===== src/rtl/vga_clkgen_prog.sv =====
// Programs a DCM_CLKGEN M/D pair over its serial PROGCLK/PROGEN/PROGDATA port.
// Optional WAIT-state timeout is enabled by defining VGA_CLKGEN_PROG_TIMEOUT_EN.
module vga_clkgen_prog #(
    parameter int TIMEOUT = 65535
) (
    input  logic       sys_clk,
    input  logic       sys_rst_n,
    input  logic       start,
    input  logic [7:0] m_val,
    input  logic [7:0] d_val,
    output logic       busy,
    output logic       done,
    output logic       error,
    output logic       progclk,
    output logic       progdata,
    output logic       progen,
    input  logic       progdone,
    output logic [2:0] dbg_state
);

    // Handshake: start is sampled only while idle (busy low); busy is high from
    // the cycle after acceptance until the cycle done pulses, and error is only
    // meaningful while done is high.

    typedef enum logic [2:0] {
        S_IDLE, S_ARM, S_LOADD, S_GAP1, S_LOADM, S_GAP2, S_GO, S_WAIT
    } state_t;

    state_t     state, state_n;
    logic [3:0] cnt, cnt_n;
    logic [7:0] m_q, d_q;
    logic       pd_s1, pd_s2, pd_s3;
    logic       step, pd_rise, capture;
    logic       done_n, error_n, progen_n, progdata_n;
    logic [2:0] bit_idx;

    if (TIMEOUT < 1) begin : g_bad_timeout
        $error("TIMEOUT must be at least 1");
    end

`ifdef VGA_CLKGEN_PROG_TIMEOUT_EN
    localparam int TW = $clog2(TIMEOUT + 1);
    logic [TW-1:0] tcnt, tcnt_n;
`endif

    // progclk is high in the cycle before a step, so the DCM sees its rising
    // edge half a period after progen/progdata settled.
    assign step      = progclk;
    assign pd_rise   = pd_s2 & ~pd_s3;
    assign dbg_state = state;
    assign bit_idx   = 3'(cnt_n - 4'd2);

    always_comb begin
        state_n = state;
        cnt_n   = cnt;
        done_n  = 1'b0;
        error_n = 1'b0;
        capture = 1'b0;
`ifdef VGA_CLKGEN_PROG_TIMEOUT_EN
        tcnt_n  = (state == S_WAIT) ? tcnt + 1'b1 : '0;
`endif
        case (state)
            S_IDLE: begin
                if (start) begin
                    state_n = S_ARM;
                    capture = 1'b1;
                end
            end
            S_ARM: begin
                if (m_q == 8'd0) begin
                    state_n = S_IDLE;
                    done_n  = 1'b1;
                    error_n = 1'b1;
                end else if (step) begin
                    state_n = S_LOADD;
                    cnt_n   = 4'd0;
                end
            end
            S_LOADD: begin
                if (step) begin
                    if (cnt == 4'd9) begin
                        state_n = S_GAP1;
                        cnt_n   = 4'd0;
                    end else begin
                        cnt_n = cnt + 4'd1;
                    end
                end
            end
            S_GAP1: begin
                if (step) begin
                    if (cnt == 4'd1) begin
                        state_n = S_LOADM;
                        cnt_n   = 4'd0;
                    end else begin
                        cnt_n = cnt + 4'd1;
                    end
                end
            end
            S_LOADM: begin
                if (step) begin
                    if (cnt == 4'd9) begin
                        state_n = S_GAP2;
                        cnt_n   = 4'd0;
                    end else begin
                        cnt_n = cnt + 4'd1;
                    end
                end
            end
            S_GAP2: begin
                if (step) begin
                    if (cnt == 4'd1) begin
                        state_n = S_GO;
                        cnt_n   = 4'd0;
                    end else begin
                        cnt_n = cnt + 4'd1;
                    end
                end
            end
            S_GO: begin
                if (step) begin
                    state_n = S_WAIT;
                    cnt_n   = 4'd0;
                end
            end
            S_WAIT: begin
                if (pd_rise) begin
                    state_n = S_IDLE;
                    done_n  = 1'b1;
                end
`ifdef VGA_CLKGEN_PROG_TIMEOUT_EN
                else if (tcnt == TW'(TIMEOUT - 1)) begin
                    state_n = S_IDLE;
                    done_n  = 1'b1;
                    error_n = 1'b1;
                end
`endif
            end
            default: state_n = S_IDLE;
        endcase
    end

    // Serial outputs are decoded from the next state so they are registered and
    // only move on the same edges as the state/counter, i.e. on steps.
    always_comb begin
        progen_n   = 1'b0;
        progdata_n = 1'b0;
        case (state_n)
            S_LOADD: begin
                progen_n   = 1'b1;
                progdata_n = (cnt_n == 4'd0) ? 1'b1 :
                             (cnt_n == 4'd1) ? 1'b0 : d_q[bit_idx];
            end
            S_LOADM: begin
                progen_n   = 1'b1;
                progdata_n = (cnt_n < 4'd2) ? 1'b1 : m_q[bit_idx];
            end
            S_GO:    progen_n = 1'b1;
            default: ;
        endcase
    end

    always_ff @(posedge sys_clk or negedge sys_rst_n) begin
        if (!sys_rst_n) begin
            state    <= S_IDLE;
            cnt      <= 4'd0;
            m_q      <= 8'd0;
            d_q      <= 8'd0;
            pd_s1    <= 1'b0;
            pd_s2    <= 1'b0;
            pd_s3    <= 1'b0;
            progclk  <= 1'b0;
            progen   <= 1'b0;
            progdata <= 1'b0;
            busy     <= 1'b0;
            done     <= 1'b0;
            error    <= 1'b0;
`ifdef VGA_CLKGEN_PROG_TIMEOUT_EN
            tcnt     <= '0;
`endif
        end else begin
            state    <= state_n;
            cnt      <= cnt_n;
            pd_s1    <= progdone;
            pd_s2    <= pd_s1;
            pd_s3    <= pd_s2;
            progclk  <= ~progclk;
            progen   <= progen_n;
            progdata <= progdata_n;
            busy     <= (state_n != S_IDLE);
            done     <= done_n;
            error    <= error_n;
`ifdef VGA_CLKGEN_PROG_TIMEOUT_EN
            tcnt     <= tcnt_n;
`endif
            if (capture) begin
                m_q <= m_val;
                d_q <= d_val;
            end
        end
    end

endmodule


===== config.mk =====
export PLATFORM = sky130hd
export DESIGN_NAME = vga_clkgen_prog
export DESIGN_NICKNAME = d
export VERILOG_FILES = /design/src/rtl/vga_clkgen_prog.sv
export SDC_FILE = /design/constraint.sdc
export NUM_CORES = 1
export LEC_CHECK = 0
export CAP_MARGIN = 20
export CORE_MARGIN = 10
export CORE_UTILIZATION = 55
export DETAILED_ROUTE_END_ITERATION = 10
export PLACE_DENSITY = 0.8
export SYNTH_ARGS = -nofsm -noshare
export SYNTH_HDL_FRONTEND = slang
export SYNTH_SLANG_ARGS = --single-unit
export TNS_END_PERCENT = 5

===== constraint.sdc =====
create_clock -name sys_clk -period 5.5 [get_ports sys_clk]
set_input_delay 0.55 -clock sys_clk [delete_from_list [all_inputs] [get_ports sys_clk]]
set_output_delay 0.55 -clock sys_clk [all_outputs]
set_load 0.01 [all_outputs]

==> results.md <==
* Starting Density at 0.582
* Ys Warns at 0
* Top Family by Delay on Critical Path: compound AO/OA/AOI/OAI gates
* Port bufs at 28
* CTS max path bufs at 2
* Ys async rst share at 1.00
* Post-synth EDFFs at 0
* Initial antenna violation count at 0
* Synthesized cell area at 1620 µm²
* Slew Limit Fails at 0
* Main synth FF type: dfrtp_1
* Setup violations, final at 0
* Register Area at 801 µm²
* CTS tree: done
* Clk slew on worst S/H paths at 0.10 ns
* DRC at 0
* WP buf/inv at 0
* IR Drop Worst-Case VDD at around 0.00043 V
* Crit share post-route at 0.474
* Core box area at 2780 µm²
* Area growth syn-to-layout at 22.1%
* Largest net degree at the start of global routing at 33
* Nets at 204
* Worst setup SP type: register
* Crit-path slowest cell: dfrtp_1
* Mapped Cells at 152
* # diodes at 0
* Worst Tran Pin Value at 0.752 ns
* CP dominant cell by count: o211ai_1
* Final Hold Vio Count at 0
* Fin Clk Skew at around 0.0065 ns
* Sequential area share after synthesis at 0.495
* #FFs+latches synth at 32
* Final Non-Filler Cells at 214
* Gr usage total at 0.142
* WP data arrival at ~2.8 ns
* First-pass GRT wire length at 6.03 mm
* Setup CP Type: reg -> reg
* Total Wirelength at 3.57 mm
* # IOs at 29
* Core Util, Final at 0.710
* Syn_area_per_cell at 10.6 µm²
* Antenna-violating nets left at 0
* Cells after DPL at a little over 200
* Max-capacitance violation count at 0
* Pleak at 0.855 nW
* H-Tree Depth at 2
* Vias per cell at 5.86
* FP Rows at 19
* Drt pass-1 iters at 5
* Total clock sinks at 32
* Yosys cell types at 47
* Hold Crit Class: reg -> reg
* Placed cell area at about 1900 µm²
* Gates resized, CTS repair at 0
* CTS buffer count at 5
* Critical Path, Cell by Cell: ha_1 > nand2b_1 > o211ai_1 > a221o_1 > mux2i_1 > nor3_1 > o211ai_2 > o211ai_1 > a22o_1
* RSZ-0062 raised after global routing: false
* Clk_lat worst skew at 0.33 ns
* Hold slack at 0.357 ns
* Via count at ~1,300
* Final min period at 2.61 ns
* Fillers at just over 200
* Status: finished, final reports clean
* Routability cong. at 0.889
* Die H at between 70 and 80 µm
* Die area at 5510 µm²
* Highest Clock Rate at about 380 MHz
* Pwr Density at slightly below 600 nW/µm²
* Setup TNS at 0 ns
* Max-slew headroom at 0.499
* Root Buffer: clkbuf_4
* Crit Path Max Fanout at 8
* DP HPWL at between 2 and 3 mm
* Crit-path max cell delay at 0.49 ns
* Required time worst endpoint at 5.73 ns
* Post-CTS setup buffer count at 0
* Overflow after GRT at 0
* R2R setup slack at a little under 3 ns
* Critical Path End Type: register
* Multi-input gate area at around 740 µm²
* Die X at 74.2 µm
* Hold Buf Count CTS at 0
* Vias in the first global route at 1,307
* DR iter-0 viols at roughly 130
* Wire length per cell at 16.7 µm
* Share of cells above drive strength 1 at 0.142
* Design Area, Final at between 1500 and 2000 µm²
* Mapped Nets at 174
## worst reg2reg max path: stages, from the launching register on
cell      delay [ns]
dfrtp_1         0.49
ha_1            0.21
nand2b_1        0.09
o211ai_1        0.44
a221o_1         0.45
mux2i_1         0.23
nor3_1          0.07
o211ai_2        0.19
o211ai_1        0.13
a22o_1          0.20
## kinds of logic (layout without fill, tap and decap cells)
group	count (synthesis)	count (layout)	share of synthesized area
compound gates	27	27	0.126
xor+xnor	2	2	0.0108
fa+ha+maj	3	3	0.0217
buf+inv	17	48	0.0449
flops	32	32	0.495
mux	20	20	0.136
simple gates	51	51	0.166
## registers in the layout (all words and copies together), names as in the netlist
register,count
cnt,4
pd_s2,1
d_q,8
busy,1
dbg_state,3
progdata,1
error,1
pd_s1,1
progen,1
progclk,1
done,1
m_q,8
pd_s3,1
## stage by stage
step | setup slack (ns) | total power, mW
global route | 2.70 | 1.26
global placement | 2.92 | 0.980
CTS | 2.96 | 1.16
detailed placement | 2.91 | 1.02
finish | 2.89 | 1.16
floorplan | 3.20 | 0.860
## cell usage in the layout (no fill, tap or decap), types with 2 or more instances in the layout
cell	Yosys	routed
dfrtp_1	32	32
clkdlybuf4s50_1	0	28
nand2_1	17	17
mux2_2	10	10
nor2_1	9	9
inv_1	7	7
nand3_1	6	6
mux2_1	6	6
a21oi_1	5	5
clkbuf_4	0	5
mux2i_1	4	4
inv_2	4	4
o31ai_1	3	3
nand4_1	3	3
nand2b_1	2	2
and3_1	2	2
or4_4	2	2
o211ai_1	2	2
o21ai_0	2	2
o2111ai_1	2	2
nor2b_1	2	2
ha_1	2	2
## cell type report
| class | instances | share of cell area |
|---|---|---|
| repair buffers | 29 | 0.146 |
| well taps | 31 | 0.0196 |
| inverters | 11 | 0.0209 |
| clock buffers | 7 | 0.0279 |
| multi-input cells | 103 | 0.377 |
| clock inverters | 1 | 0.00380 |
| flip-flops and latches | 32 | 0.405 |
## report_power, final
group	internal [mW]	switching, mW	leakage [nW]
Clock	0.0625	0.0812	0.0315
Sequential	0.333	0.100	0.382
Combinational	0.267	0.318	0.441
## Yosys cell counts (2+ instances only)
library cell   n  area [µm²]
nand2_1       17        63.8
or4_4          2        22.5
mux2_2        10         113
o211ai_1       2        15.0
nor2_1         9        33.8
o31ai_1        3        22.5
nand4_1        3        18.8
dfrtp_1       32         801
clkbuf_1       4        15.0
nor2b_1        2        12.5
a21oi_1        5        25.0
mux2i_1        4        40.0
nand3_1        6        30.0
inv_2          4        15.0
nand2b_1       2        12.5
inv_1          7        26.3
and3_1         2        12.5
mux2_1         6        67.6
ha_1           2        25.0
o21ai_0        2        10.0
o2111ai_1      2        17.5
## final timing paths
path                           start  endpoint  depth (start not counted)
max                           cnt[0]  progdata                          9
min                            pd_s1     pd_s2                          0
max reg2reg                   cnt[0]  progdata                          9
min reg2reg                    pd_s1     pd_s2                          0
max in group asynchronous  sys_rst_n    d_q[3]                          2
min in group asynchronous  sys_rst_n      busy                          2
## routing by layer
metal	vias to the layer above	global-route usage	wire length, µm
met2	42	0.223	1800
met4	0	0.0752	90
met3	10	0.0465	155
li1	606	-	-
met1	595	0.170	1530
met5	-	0	0
No activity file was read; power rests on OpenSTA's default activity.
